### src/rtl/mem_arb_pkg.sv
// Shared types and defaults for the two-port RAM arbiter (mem_arbiter).
// Round-robin tie-breaking is enabled by defining MEM_ARB_RR_EN.
package mem_arb_pkg;

  localparam int DEF_DATA_WIDTH = 32;
  localparam int DEF_ADDR_WIDTH = 9;

  typedef enum logic [1:0] {
    IDLE   = 2'd0,
    ACCESS = 2'd1,
    DONE   = 2'd2
  } state_e;

  typedef logic port_id_t;

  localparam port_id_t PORT_C = 1'b0;
  localparam port_id_t PORT_D = 1'b1;

endpackage

### src/rtl/mem_arb_select.sv
// Combinational winner pick for mem_arbiter: fixed C-over-D priority by default,
// round-robin on ties when MEM_ARB_RR_EN is defined.
module mem_arb_select
  import mem_arb_pkg::*;
(
  input  logic     c_req_i,
  input  logic     d_req_i,
`ifdef MEM_ARB_RR_EN
  input  port_id_t last_winner_i,
`endif
  output logic     valid_o,
  output port_id_t winner_o
);

  // NOTE: every output of an always_comb is given a value on every path
  // (here, up front) so no latch can be inferred.
  always_comb begin
    valid_o  = c_req_i | d_req_i;
    winner_o = PORT_C;
`ifdef MEM_ARB_RR_EN
    // On a tie the port that did not win last goes first; a lone requester always wins.
    if (c_req_i && d_req_i) begin
      winner_o = (last_winner_i == PORT_C) ? PORT_D : PORT_C;
    end else if (d_req_i) begin
      winner_o = PORT_D;
    end
`else
    if (!c_req_i && d_req_i) begin
      winner_o = PORT_D;
    end
`endif
  end

endmodule

### src/rtl/mem_arbiter.sv
// Serialises port C (control unit) and port D (DMA/debug) onto one synchronous RAM.
// Build option: MEM_ARB_RR_EN selects round-robin tie-breaking instead of C priority.
module mem_arbiter
  import mem_arb_pkg::*;
#(
  parameter int DATA_WIDTH = DEF_DATA_WIDTH,
  parameter int ADDR_WIDTH = DEF_ADDR_WIDTH
) (
  input  logic                  clk,
  input  logic                  reset,
  input  logic                  c_req,
  input  logic                  c_we,
  input  logic [ADDR_WIDTH-1:0] c_addr,
  input  logic [DATA_WIDTH-1:0] c_wdata,
  output logic                  c_ack,
  output logic [DATA_WIDTH-1:0] c_rdata,
  input  logic                  d_req,
  input  logic                  d_we,
  input  logic [ADDR_WIDTH-1:0] d_addr,
  input  logic [DATA_WIDTH-1:0] d_wdata,
  output logic                  d_ack,
  output logic [DATA_WIDTH-1:0] d_rdata,
  output logic                  mem_read,
  output logic                  mem_write,
  output logic                  mem_enable,
  output logic [ADDR_WIDTH-1:0] mem_addr,
  output logic [DATA_WIDTH-1:0] mem_wdata,
  input  logic [DATA_WIDTH-1:0] mem_rdata,
  output logic                  busy
);

  state_e                state_q;
  logic                  we_q;
  logic [ADDR_WIDTH-1:0] addr_q;
  logic [DATA_WIDTH-1:0] wdata_q;
  port_id_t              winner_q;
  logic [DATA_WIDTH-1:0] c_hold_q;
  logic [DATA_WIDTH-1:0] d_hold_q;
  logic                  mem_enable_q;
  logic                  mem_read_q;
  logic                  mem_write_q;
  logic                  c_ack_q;
  logic                  d_ack_q;
  logic                  busy_q;

  logic                  grant_valid;
  port_id_t              grant_id;
  logic                  we_d;
  logic [ADDR_WIDTH-1:0] addr_d;
  logic [DATA_WIDTH-1:0] wdata_d;

`ifdef MEM_ARB_RR_EN
  // Holds the last winner; resetting it to D hands the first tie to C.
  port_id_t rr_last_q;
`endif

  mem_arb_select u_select (
    .c_req_i       (c_req),
    .d_req_i       (d_req),
`ifdef MEM_ARB_RR_EN
    .last_winner_i (rr_last_q),
`endif
    .valid_o       (grant_valid),
    .winner_o      (grant_id)
  );

  always_comb begin
    we_d    = c_we;
    addr_d  = c_addr;
    wdata_d = c_wdata;
    if (grant_id == PORT_D) begin
      we_d    = d_we;
      addr_d  = d_addr;
      wdata_d = d_wdata;
    end
  end

  // NOTE: sequential state uses non-blocking assignments only, so every
  // register samples the pre-edge values regardless of statement order.
  always_ff @(posedge clk) begin
    if (reset) begin
      state_q      <= IDLE;
      we_q         <= 1'b0;
      addr_q       <= '0;
      wdata_q      <= '0;
      winner_q     <= PORT_C;
      c_hold_q     <= '0;
      d_hold_q     <= '0;
      mem_enable_q <= 1'b0;
      mem_read_q   <= 1'b0;
      mem_write_q  <= 1'b0;
      c_ack_q      <= 1'b0;
      d_ack_q      <= 1'b0;
      busy_q       <= 1'b0;
`ifdef MEM_ARB_RR_EN
      rr_last_q    <= PORT_D;
`endif
    end else begin
      case (state_q)
        IDLE: begin
          if (grant_valid) begin
            state_q      <= ACCESS;
            we_q         <= we_d;
            addr_q       <= addr_d;
            wdata_q      <= wdata_d;
            winner_q     <= grant_id;
            mem_enable_q <= 1'b1;
            mem_read_q   <= ~we_d;
            mem_write_q  <= we_d;
            busy_q       <= 1'b1;
`ifdef MEM_ARB_RR_EN
            rr_last_q    <= grant_id;
`endif
          end
        end
        ACCESS: begin
          state_q      <= DONE;
          mem_enable_q <= 1'b0;
          mem_read_q   <= 1'b0;
          mem_write_q  <= 1'b0;
          c_ack_q      <= (winner_q == PORT_C);
          d_ack_q      <= (winner_q == PORT_D);
        end
        DONE: begin
          state_q <= IDLE;
          c_ack_q <= 1'b0;
          d_ack_q <= 1'b0;
          busy_q  <= 1'b0;
          addr_q  <= '0;
          wdata_q <= '0;
          if (!we_q) begin
            if (winner_q == PORT_C) c_hold_q <= mem_rdata;
            else                    d_hold_q <= mem_rdata;
          end
        end
        default: state_q <= IDLE;
      endcase
    end
  end

  // Strobes are masked by reset so an abandoned write never reaches the RAM edge.
  assign mem_enable = mem_enable_q & ~reset;
  assign mem_read   = mem_read_q & ~reset;
  assign mem_write  = mem_write_q & ~reset;
  assign mem_addr   = addr_q;
  assign mem_wdata  = wdata_q;
  assign c_ack      = c_ack_q;
  assign d_ack      = d_ack_q;
  assign busy       = busy_q;

  assign c_rdata = (state_q == DONE && winner_q == PORT_C && !we_q) ? mem_rdata : c_hold_q;
  assign d_rdata = (state_q == DONE && winner_q == PORT_D && !we_q) ? mem_rdata : d_hold_q;

endmodule

### config.mk
export PLATFORM = sky130hd
export DESIGN_NAME = mem_arbiter
export DESIGN_NICKNAME = d
export VERILOG_FILES = /design/src/rtl/mem_arb_pkg.sv /design/src/rtl/mem_arb_select.sv /design/src/rtl/mem_arbiter.sv
export SDC_FILE = /design/constraint.sdc
export NUM_CORES = 1
export LEC_CHECK = 0
export CAP_MARGIN = 20
export CORE_MARGIN = 10
export CORE_UTILIZATION = 35
export DETAILED_ROUTE_END_ITERATION = 8
export PLACE_DENSITY = 0.82
export SYNTH_ARGS = -nofsm -noshare
export SYNTH_HDL_FRONTEND = slang
export SYNTH_SLANG_ARGS = --single-unit
### constraint.sdc
create_clock -name clk -period 2.18 [get_ports clk]
set_input_delay 0.545 -clock clk [delete_from_list [all_inputs] [get_ports clk]]
set_output_delay 0.545 -clock clk [all_outputs]
set_load 0.03 [all_outputs]
==> results.json <==
{
  "max_freq_mhz": 398,
  "outcome": "finished, violations left",
  "ioPinCount": 231,
  "place.gp.congestion": 0.943,
  "path_class": "reg2out",
  "ff_latch_area_um2": 2300,
  "worstPathArrival_ns": 1.97,
  "clk_pin_slew_ns": 0.05,
  "yosysSeqAreaShare": 0.475,
  "initial_core_util": 0.362,
  "wl_per_cell_um": 19.7,
  "dr.pass1.iters": 6,
  "synthCells": 479,
  "drc_errors": 0,
  "setup_viol": 64,
  "grt_first_pass_wirelength_um": 27400,
  "endpoint": "d_rdata[17]",
  "ys_warn_count": 0,
  "multi_input_area_um2": 2600,
  "grt_setup_unrepaired": "yes",
  "grt_overflow": 0,
  "synth_cell_types": 32,
  "fp.dieW_um": 138,
  "finalMaxSlewViolations": 0,
  "vdd_drop_max_mv": 0.512,
  "slew_headroom": 0.524,
  "clk_latency_ns": 0.42,
  "worstMarginPinSlew_ns": 0.714,
  "grt_usage": 0.188,
  "hold_class": "reg2reg",
  "rows": 42,
  "async_flop_share": 0,
  "nNetsFinal": 867,
  "maxCapViolCount": 0,
  "dp_hpwl_um": 12100,
  "final_layout_size_suffix_gt1_frac": 0.338,
  "rr_startpoint": "state_q[0]$_SDFFE_PP0P_",
  "layout_min_cycle_time_ns": 2.51,
  "required_ns": 1.63,
  "drt-initial-drc-count": 186,
  "cts_max_path_buffers": 2,
  "ys.flop_type": "dfxtp_1",
  "critPathLaunchType": "register",
  "die-area_um2": 19000,
  "cts_tree": "yes",
  "synth_edf_count": 0,
  "finalWirelength_um": 18300,
  "areaGrowthSynthToFinish_pct": 78.5,
  "diodes": 0,
  "synth_top_area_share": 0.475,
  "vias": 4581,
  "fin_ws_ns": -0.333,
  "cts_max_level": 4,
  "powerDensity_nw_per_um2": 739,
  "ant_nets": 0,
  "synth.avg_cell_area_um2": 10.1,
  "cts_buffers": 17,
  "reg2reg_setup_slack_ns": 0.28,
  "fin_crit_sh": 1.15,
  "r2r_cells": 7,
  "finalHoldViolCount": 0,
  "synth-seq-cells": 115,
  "cellLeakagePower_nw": 3.73,
  "cp-startpoint": "state_q[0]$_SDFFE_PP0P_",
  "nFillCells": 971,
  "viasPerCell": 4.93,
  "core_area_um2": 13400,
  "die_y_um": 138,
  "yosys.area.top_type": "dfxtp_1",
  "root_buffer": "clkbuf_16",
  "syn_nets": 603,
  "antenna_found_initial": 0,
  "port_buffers": 230,
  "end_kind": "output port",
  "synth_common_cells": "dfxtp_1, nand2_1, nor2b_1",
  "yosysMostFrequentCell": "dfxtp_1",
  "fin_worst_skew_ns": 0.00981,
  "reg2reg_to": "mem_wdata[9]$_SDFFE_PP0P_",
  "syn_area_um2": 4850,
  "yosys-top-cells-area": "dfxtp_1, mux2_2, nor2b_1, a22o_2, nand2_1",
  "utilization": 0.646,
  "tns_ns": -18.39,
  "grt_max_degree": 73,
  "violations": "negative setup slack",
  "cts_num_sinks": 115,
  "grt_pass1_vias": 4851,
  "crit_fanout": 7
}
==> worst min path at each step <==
stage | to | slack (ns) | start | cells past startpoint
after floorplan | state_q[1]$_SDFFE_PP0P_ | 0.45 | state_q[1]$_SDFFE_PP0P_ | 2
after global placement | mem_addr[6]$_SDFFE_PP0P_ | 0.46 | mem_addr[6]$_SDFFE_PP0P_ | 1
after detailed placement | d_ack$_SDFFE_PP0P_ | 0.46 | d_ack$_SDFFE_PP0P_ | 2
after CTS | d_ack$_SDFFE_PP0P_ | 0.47 | d_ack$_SDFFE_PP0P_ | 2
after global routing | mem_wdata[0]$_SDFFE_PP0P_ | 0.49 | mem_wdata[0]$_SDFFE_PP0P_ | 1
final | d_ack$_SDFFE_PP0P_ | 0.47 | d_ack$_SDFFE_PP0P_ | 2
==> critical path, cell delays in order (launching register included) <==
cell      delay (ns)
dfxtp_2         0.32
inv_2           0.07
ha_4            0.14
nand3b_1        0.13
buf_6           0.17
buf_8           0.13
buf_6           0.13
mux2_4          0.32
buf_6           0.15
==> per-layer routing <==
layer,routed length (µm),vias to the layer above,GRT usage
met1,7380,2164,0.207
met5,0,-,0
met4,266,0,0.0637
li1,-,2173,-
met3,2240,18,0.0958
met2,8460,226,0.306
==> logic make-up after synthesis <==
kind of cell,count (synthesis),synth area share
AO/OA/AOI/OAI,97,0.151
flip-flops,115,0.475
multiplexers,67,0.155
AND/OR/NAND/NOR,157,0.166
adder cells (fa/ha/maj),4,0.0103
buffers and inverters,39,0.0426
==> through the flow <==
step | hold WS [ns] | setup WS [ns] | cells | area [µm²] | total power [mW]
floorplan | 0.453 | 0.0432 | 479 | 4850 | 3.12
global placement | 0.458 | -0.356 | 878 | 7440 | 3.78
detailed placement | 0.462 | -0.437 | 878 | 7440 | 3.81
CTS | 0.471 | -0.326 | 925 | 8630 | 6.44
global route | 0.487 | -0.395 | 930 | 8660 | 6.65
finish | 0.469 | -0.333 | 930 | 8660 | 6.40
==> repair_timing <==
action                                  in CTS  in global routing
pin swaps                                    1                  0
hold buffers                                 0                  0
buffers inserted                            12                  8
endpoints found under the setup margin      64                 64
gates resized for setup                    398                  8
cloned                                       5                  0
==> power by group <==
part / total, mW / internal (mW) / switching (mW)
Combinational: 1.61 / 0.824 / 0.783
Clock: 2.48 / 1.57 / 0.908
Sequential: 2.32 / 2.25 / 0.0684
==> final cells by class <==
class | instances | share of cell area
Clock inverter | 6 | 0.00665
Sequential cell | 115 | 0.266
Inverter | 3 | 0.00130
Timing Repair Buffer | 281 | 0.347
Multi-Input combinational cell | 325 | 0.300
Clock buffer | 24 | 0.0533
Tap cell | 176 | 0.0254
==> state kept, by name, indices dropped and copies added (netlist names) <==
name          flops
busy              1
c_ack             1
c_hold_q         32
d_ack             1
d_hold_q         32
mem_addr          9
mem_enable_q      1
mem_read_q        1
mem_wdata        32
mem_write_q       1
state_q           2
we_q              1
winner_q          1
==> placed cells by master (no fill, tap or decap), types with 2 or more instances in the layout <==
cell	synthesis	routed
mux2i_1	3	3
buf_4	0	30
a22o_2	37	37
clkdlybuf4s50_1	0	161
clkinv_2	0	4
a211oi_1	2	2
nor2b_1	68	68
buf_2	6	2
dfxtp_1	115	113
a21oi_1	4	4
inv_1	3	2
buf_12	0	12
a22o_1	9	9
ha_1	4	3
buf_6	7	70
buf_8	0	3
nor2_1	5	5
buf_16	0	3
clkbuf_16	0	17
nand2_1	75	75
mux2_4	0	64
o21ai_0	40	40
clkbuf_1	21	6
dfxtp_2	0	2
nor3b_4	1	2
No activity file was read; power rests on OpenSTA's default activity.
